--- src/rtl/dbus_interconnect_nslave.sv ---
// dbus_interconnect_nslave
//   Data-bus interconnect between the core LSU and NUM_SLAVES peripheral slaves.
//   Each LSU access is decoded against a base/mask address map. The byte enables
//   and the lane-shifted store data are formed, and one registered request is
//   issued to the selected slave. The block then waits for that slave's ack.
//   Completion is a single lsu_ack_o pulse carrying read data, or an error for
//   an unmapped address, a misaligned/reserved size, or a slave timeout.
// Ports
//   clk, rst_n        core clock, asynchronous active-low reset
//   lsu_req_i/we_i/size_i/addr_i/wdata_i   LSU request (held until lsu_ack_o)
//   lsu_ack_o/err_o/rdata_o                one-cycle completion, error flag, read data
//   peri_req_o/we_o/addr_o/wdata_o/be_o/sel_o   request toward the selected slave
//   peri_ack_i/rdata_i                     per-slave ack pulse and read data
module dbus_interconnect_nslave #(
  parameter int NUM_SLAVES  = 6,
  parameter int ADDR_W      = 32,
  parameter int DATA_W      = 32,
  parameter int TIMEOUT_CYC = 255,
  parameter logic [NUM_SLAVES*ADDR_W-1:0] SLAVE_BASE = '0,
  parameter logic [NUM_SLAVES*ADDR_W-1:0] SLAVE_MASK = '0
) (
  input  logic                         clk,
  input  logic                         rst_n,
  input  logic                         lsu_req_i,
  input  logic                         lsu_we_i,
  input  logic [1:0]                   lsu_size_i,
  input  logic [ADDR_W-1:0]            lsu_addr_i,
  input  logic [DATA_W-1:0]            lsu_wdata_i,
  output logic                         lsu_ack_o,
  output logic                         lsu_err_o,
  output logic [DATA_W-1:0]            lsu_rdata_o,
  output logic                         peri_req_o,
  output logic                         peri_we_o,
  output logic [ADDR_W-1:0]            peri_addr_o,
  output logic [DATA_W-1:0]            peri_wdata_o,
  output logic [DATA_W/8-1:0]          peri_be_o,
  output logic [NUM_SLAVES-1:0]        peri_sel_o,
  input  logic [NUM_SLAVES-1:0]        peri_ack_i,
  input  logic [NUM_SLAVES*DATA_W-1:0] peri_rdata_i
);

  localparam int BE_W  = DATA_W / 8;
  localparam int CNT_W = $clog2(TIMEOUT_CYC + 1);

  typedef enum logic [1:0] {IDLE = 2'd0, BUSY = 2'd1, RESP = 2'd2} state_e;

  state_e               state_q, state_d;
  logic [CNT_W-1:0]     cnt_q, cnt_d;
  logic                 req_q, req_d;
  logic                 we_q, we_d;
  logic [ADDR_W-1:0]    addr_q, addr_d;
  logic [DATA_W-1:0]    wdata_q, wdata_d;
  logic [BE_W-1:0]      be_q, be_d;
  logic [NUM_SLAVES-1:0] sel_q, sel_d;
  logic                 ack_q, ack_d;
  logic                 err_q, err_d;
  logic [DATA_W-1:0]    rdata_q, rdata_d;

  logic [NUM_SLAVES-1:0] hit_sel_s;
  logic                  hit_s;
  logic                  size_ok_s;
  logic [BE_W-1:0]       be_s;
  logic [DATA_W-1:0]     wdata_s;
  logic [4:0]            shamt_s;
  logic [DATA_W-1:0]     sel_rdata_s;

  // Address decode: one-hot select of the lowest-index matching slave.
  always_comb begin
    hit_sel_s = '0;
    hit_s     = 1'b0;
    for (int i = 0; i < NUM_SLAVES; i++) begin
      hit_sel_s[i] = ((lsu_addr_i & SLAVE_MASK[i*ADDR_W +: ADDR_W]) ==
                      (SLAVE_BASE[i*ADDR_W +: ADDR_W] & SLAVE_MASK[i*ADDR_W +: ADDR_W])) & ~hit_s;
      hit_s        = hit_s | hit_sel_s[i];
    end
  end

  // Size/alignment check and byte-lane formation for the current LSU request.
  always_comb begin
    size_ok_s = 1'b0;
    be_s      = '0;
    wdata_s   = '0;
    shamt_s   = {lsu_addr_i[1:0], 3'b000};
    case (lsu_size_i)
      2'b00: begin
        size_ok_s = 1'b1;
        be_s      = 4'b0001 << lsu_addr_i[1:0];
        wdata_s   = {24'h000000, lsu_wdata_i[7:0]} << shamt_s;
      end
      2'b01: begin
        size_ok_s = ~lsu_addr_i[0];
        be_s      = 4'b0011 << lsu_addr_i[1:0];
        wdata_s   = {16'h0000, lsu_wdata_i[15:0]} << shamt_s;
      end
      2'b10: begin
        size_ok_s = (lsu_addr_i[1:0] == 2'b00);
        be_s      = 4'hF;
        wdata_s   = lsu_wdata_i;
      end
      default: begin
        size_ok_s = 1'b0;
        be_s      = '0;
        wdata_s   = '0;
      end
    endcase
    // Loads still carry byte enables but never drive write data.
    if (lsu_we_i) begin
      wdata_s = wdata_s;
    end else begin
      wdata_s = '0;
    end
  end

  // Read-data mux driven by the latched select.
  always_comb begin
    sel_rdata_s = '0;
    for (int i = 0; i < NUM_SLAVES; i++) begin
      sel_rdata_s = sel_rdata_s | (sel_q[i] ? peri_rdata_i[i*DATA_W +: DATA_W] : '0);
    end
  end

  // Next-state and output-register logic of the IDLE/BUSY/RESP controller.
  // Slave-facing fields hold values only while BUSY, so an idle bus shows zeros.
  always_comb begin
    state_d = state_q;
    cnt_d   = cnt_q;
    req_d   = 1'b0;
    we_d    = we_q;
    addr_d  = addr_q;
    wdata_d = wdata_q;
    be_d    = be_q;
    sel_d   = sel_q;
    ack_d   = 1'b0;
    err_d   = 1'b0;
    rdata_d = '0;
    case (state_q)
      IDLE: begin
        if (lsu_req_i && size_ok_s && hit_s) begin
          state_d = BUSY;
          cnt_d   = '0;
          req_d   = 1'b1;
          we_d    = lsu_we_i;
          addr_d  = lsu_addr_i;
          wdata_d = wdata_s;
          be_d    = be_s;
          sel_d   = hit_sel_s;
        end else if (lsu_req_i) begin
          state_d = RESP;
          ack_d   = 1'b1;
          err_d   = 1'b1;
        end else begin
          state_d = IDLE;
        end
      end
      BUSY: begin
        // A slave ack in the final counted cycle still wins over the timeout.
        if ((peri_ack_i & sel_q) != '0) begin
          state_d = RESP;
          ack_d   = 1'b1;
          rdata_d = sel_rdata_s;
        end else if (cnt_q == CNT_W'(TIMEOUT_CYC - 1)) begin
          state_d = RESP;
          cnt_d   = CNT_W'(TIMEOUT_CYC);
          ack_d   = 1'b1;
          err_d   = 1'b1;
        end else begin
          cnt_d   = cnt_q + CNT_W'(1);
          req_d   = 1'b1;
        end
        if (state_d == RESP) begin
          we_d    = 1'b0;
          addr_d  = '0;
          wdata_d = '0;
          be_d    = '0;
          sel_d   = '0;
        end else begin
          sel_d   = sel_q;
        end
      end
      RESP: begin
        state_d = IDLE;
      end
      default: begin
        state_d = IDLE;
      end
    endcase
  end

  // State and output registers.
  always_ff @(posedge clk or negedge rst_n) begin
    if (!rst_n) begin
      state_q <= IDLE;
      cnt_q   <= '0;
      req_q   <= 1'b0;
      we_q    <= 1'b0;
      addr_q  <= '0;
      wdata_q <= '0;
      be_q    <= '0;
      sel_q   <= '0;
      ack_q   <= 1'b0;
      err_q   <= 1'b0;
      rdata_q <= '0;
    end else begin
      state_q <= state_d;
      cnt_q   <= cnt_d;
      req_q   <= req_d;
      we_q    <= we_d;
      addr_q  <= addr_d;
      wdata_q <= wdata_d;
      be_q    <= be_d;
      sel_q   <= sel_d;
      ack_q   <= ack_d;
      err_q   <= err_d;
      rdata_q <= rdata_d;
    end
  end

  assign lsu_ack_o    = ack_q;
  assign lsu_err_o    = err_q;
  assign lsu_rdata_o  = rdata_q;
  assign peri_req_o   = req_q;
  assign peri_we_o    = we_q;
  assign peri_addr_o  = addr_q;
  assign peri_wdata_o = wdata_q;
  assign peri_be_o    = be_q;
  assign peri_sel_o   = sel_q;

endmodule

--- config.mk ---
export PLATFORM = sky130hd
export DESIGN_NAME = dbus_interconnect_nslave
export DESIGN_NICKNAME = d
export VERILOG_FILES = /design/src/rtl/dbus_interconnect_nslave.sv
export SDC_FILE = /design/constraint.sdc
export NUM_CORES = 1
export LEC_CHECK = 0
export BUFFER_PORTS_ARGS = -buffer_cell sky130_fd_sc_hd__buf_2
export CAP_MARGIN = 20
export CORE_AREA = 2 2 148 150
export CTS_CLUSTER_SIZE = 10
export DETAILED_ROUTE_END_ITERATION = 8
export DIE_AREA = 0 0 150 152
export SLEW_MARGIN = 40
export SYNTH_ARGS = -nofsm -noshare
export SYNTH_HDL_FRONTEND = slang
export SYNTH_SLANG_ARGS = --single-unit
--- constraint.sdc ---
create_clock -name clk -period 1.74 [get_ports clk]
set_input_delay 0.174 -clock clk [delete_from_list [all_inputs] [get_ports clk]]
set_output_delay 0.174 -clock clk [all_outputs]
set_load 0.01 [all_outputs]
* After elaboration in Yosys (flattened, before gate mapping) *
Cells that the tools add are included.

storage, ports and cells
  logic and storage cells = 86
  bits of input ports = 268
  bits in registers = 120

operators by class
  shifts and indexed selects = 4
  multiplexer cells = 47
  add/subtract/negate cells = 1
  bitwise gates (word level) = 7
  reductions and logical operators = 8
  equality and inequality tests = 8

operators with widths
  kind                 number
  $mux 32              12
  $or 32x32->32        5
  $pmux 32 s2          2
  $pmux 32 s3          1
  $shl 16x5->32        1
  $shl 8x5->32         1
  $mux 8               3
  $pmux 8 s2           1
  $mux 6               2
  $pmux 4 s3           1
  $pmux 6 s2           1
  $mux 1               10
  $mux 2               5
  $add 8x1->8 const B  1
  $eq 8x8->1 const B   1
  $mux 4               2
  $pmux 1 s2           4
  $pmux 4 s2           1
  $and 6x6->6          1
  $logic_not 2->1      3
  $ne 2x2->1 const B   3
  $reduce_and 3->1     2
  $reduce_bool 6->1    1
  $eq 2x1->1 const B   2
  other kinds (8)      9

* Depth between registers and ports, before layout *
  depth after elaboration = 8
  gate-level depth with buffers = 8
  depth with buffers taken out = 6

* Worst setup path before layout *
No wires, ideal clock.

  path kind = register to register
  start point = reg cnt_q[0]
  end point = reg wdata_q[13] (netlist: peri_wdata_o[13])
  path buffers = 2
  cell stages (with the launch flop) = 9
  clock period less this slack = 1.734 ns
  slack = 0.006 ns
  arrival time = 1.611 ns
  path through = dfrtp_1 -> inv_1 -> ha_1 -> nand3_1 -> nor3_1 -> nor3_4 -> buf_4 -> buf_4 -> o2bb2ai_1

between the ends
  cells in the longest elaborated chain, start to end = 7

ends and longest elaborated chain
  item                               RTL line  source
  start, declared                    48        logic [CNT_W-1:0] cnt_q, cnt_d;
  start signal, assigned             205       cnt_q <= cnt_d;
  $eq 8x8->1                         161       end else if (cnt_q == CNT_W'(TIMEOUT_CYC - 1)) begin
  $mux 2                             161
  $mux 2                             157       if ((peri_ack_i & sel_q) != '0) begin
  $mux 2                             136       case (state_q)
  $eq 2x2->1                         170       if (state_d == RESP) begin
  $ne 2x2->1 (no source line)        -
  $reduce_and 3->1 (no source line)  -
  end signal, assigned               209       wdata_q <= wdata_d;
  end, declared                      52        logic [DATA_W-1:0] wdata_q, wdata_d;

Every way passes these cells. The select of a mux whose other input is x is not followed.
A chain may end at the register's enable or synchronous reset.

* Final worst setup path *
  start point = reg cnt_q[0]
  end point = reg wdata_q[7] (netlist: peri_wdata_o[7])

The elaborated chain is that of the path after synthesis.

==> flow_summary.toml <==
[run_status]
status = "finished clean"

[yosys]
yosys_most_used_dff = "dfrtp_1"
synth_top_area_cell = "dfrtp_1"
async_flop_share_pct = 100.0
synth_edf_count = 0
yosysSeqAreaShare_pct = 61.28
syn_area_per_cell_um2 = 12.29
synth_commonest_cells = "115 x dfrtp_1, 57 x a22o_1, 32 x and2_1, 24 x a22oi_1, 19 x nand2_1"
ys_types = 42
synth_area_leaders = "dfrtp_1 61%, a22o_1 11%, and2_1 4.3%, a22oi_1 3.8%, o2bb2ai_1 3.2%"
ys_ff_latch = 115
synth_top_area_share_pct = 61.28
yosysMostFrequentCell = "dfrtp_1"
yosysWarnings = 0
syn_inst = 382
syn_area_um2 = 4696

[global_routing]
first_global_vias = 4440
grt_overflow_total = 0
grt_pass1_wl_um = 23560
antenna_found_initial = 0
grt_start_max_net_pins = 43
grt_usage_pct = 13.39

[job]
cap_violations = 0

[floorplan]
dieArea_um2 = 22800
start_util_pct = 21.99
core_um2 = 21350
die-width_um = 150
top_level_ports = 378
die_h_um = 152
row_count = 54

[pwr]
max-vdd-ir-drop_uv = 733.6
power_density_nw_per_um2 = 1390
cellLeakagePower_nw = 3.908
p_total_w = 0.01048

[cells_and_area]
syn2layout_area_growth_pct = 60.59
drive_gt1_share_pct = 41.31
fillers = 2124
nets = 944
ff_latch_area_um2 = 2878
multi_input_area_um2 = 1685
n_antenna_cell = 0

[clock_tree]
clk_path_buf_depth = 2
root_buffer = "clkbuf_16"
clock_sinks = 115
cts_tree = "yes"
numCtsBuffers = 17
insertion_delay_ns = 0.41
cts.clk_slew.worst_paths_ns = 0.05
cts_max_level = 4

[drt]
drt_iter0_markers = 260
drt_wl_total_um = 15610
vias = 4303
dr.pass1.iters = 4
vias_per_cell = 4.459
drc_errors = 0
antenna_left = 0
wl_per_cell_um = 16.18

[timing]
period_share_pct = 95.19
slew_violations = 0
setup_viol = 0
worstMarginPinSlew_ns = 0.7264
max-slew-margin-rel_pct = 51.47
grt_setup_unrepaired = "yes"
period_minus_slack_ns = 1.656
whs_ns = 0.01341
tns_ns = 0
max_freq_mhz = 603.7
hold_viol = 0
fin_skew_ns = 0.008511

[worst_setup_path]
regToRegStartpoint = "cnt_q[0]$_DFFE_PN0P_"
reg2regPathDepth = 8
worstPathArrival_ns = 1.95
endpoint_kind = "flop"
startpoint_type = "flop"
required_ns = 2.03
critical_path_class = "flop to flop"
r2r_end = "peri_wdata_o[7]$_DFFE_PN0P_"
crit_fanout = 7
r2r_setup_slack_ns = 0.08

[worst_hold_path]
hp-class = "primary input to flop"
hold_path_end = "peri_addr_o[18]$_DFFE_PN0P_"
hold_path_depth = 2
min-delay-start = "lsu_addr_i[18]"

[place]
portBuffers = 207
hpwlAfterDp_um = 10180
gp_congestion = 0.7850
worst max path at each step:
stage / start / end / slack, ns / cells after the start
final: cnt_q[0]$_DFFE_PN0P_ / peri_wdata_o[7]$_DFFE_PN0P_ / 0.08 / 8
after detailed placement: cnt_q[0]$_DFFE_PN0P_ / peri_wdata_o[9]$_DFFE_PN0P_ / 0.04 / 9
after floorplan: cnt_q[0]$_DFFE_PN0P_ / peri_wdata_o[13]$_DFFE_PN0P_ / 0.006 / 8
after global placement: cnt_q[0]$_DFFE_PN0P_ / peri_wdata_o[13]$_DFFE_PN0P_ / 0.04 / 9
after CTS: cnt_q[0]$_DFFE_PN0P_ / peri_wdata_o[15]$_DFFE_PN0P_ / 0.03 / 9
after global routing: cnt_q[0]$_DFFE_PN0P_ / peri_wdata_o[7]$_DFFE_PN0P_ / -0.02 / 8
layout make-up:
type | instances | share of cell area, %
flip-flops and latches | 115 | 38.16
repair buffers | 302 | 27.03
multi-input cells | 234 | 22.35
clock buffers | 26 | 7.018
well taps | 280 | 4.646
clock inverters | 4 | 0.5973
inverters | 4 | 0.1991
kinds of logic after synthesis:
logic type / after synthesis / synth area share [%]
AOI/OAI and AO/OA: 135 / 23.02
DFF: 115 / 61.28
other: 1 / 0.07986
buffers and inverters: 37 / 3.970
xor gates and xnor gates: 1 / 0.1866
adders and majority gates: 2 / 0.5328
and+or+nand+nor: 91 / 10.92
sequential cells by signal, summed over array words and instances (netlist names):
register,count
peri_wdata_o,32
cnt_q,8
peri_be_o,4
peri_addr_o,32
peri_we_o,1
lsu_rdata_o,32
peri_sel_o,1
state_q,2
lsu_err_o,1
peri_req_o,1
lsu_ack_o,1
worst max-delay path: stages, from the launching register on:
cell	delay [ns]
dfrtp_1	0.37
inv_1	0.06
ha_2	0.20
nand3_2	0.11
nor3_4	0.18
nor3_4	0.09
buf_12	0.16
clkbuf_16	0.16
a22o_1	0.20
repair_timing:
action                                 in CTS  in global routing
resized for setup                           0                 13
setup endpoints to repair                   0                 66
endpoints found under the hold margin     153                  0
hold buffers                               61                  0
setup buffers                               0                  2
power breakdown:
part           internal, W  switching (W)
clock              0.00221        0.00120
sequential         0.00341       0.000395
combinational      0.00159        0.00168
layer usage:
metal | vias up | track usage (%) | part of all wire (%)
met5 | - | 0 | 0
met4 | 0 | 4.672 | 1.6
met3 | 16 | 4.414 | 7.6
met2 | 205 | 21.03 | 47
met1 | 2088 | 17.26 | 44
li1 | 1994 | - | -
per-stage QoR:
stage	worst slack [ns]	cells	instance area (um^2)	utilization (%)
4_1_cts	0.02666	960	7385	34.59
6_report	0.08363	965	7541	35.32
3_5_place_dp	0.03960	869	6200	29.04
3_3_place_gp	0.04414	869	6200	29.04
5_1_grt	-0.01814	965	7541	35.32
2_1_floorplan	0.005945	386	4711	-
layout by cell type, fill, tap and decap left out, drive strengths merged, types with 13 or more instances in the layout:
cell,instances
buf,238
dfrtp,115
dlygate4sd3,61
a22o,57
and2,32
clkbuf,29
a22oi,24
nand2,19
o2bb2ai,17
o21ai,13
Power figures use the tool's default switching activity.
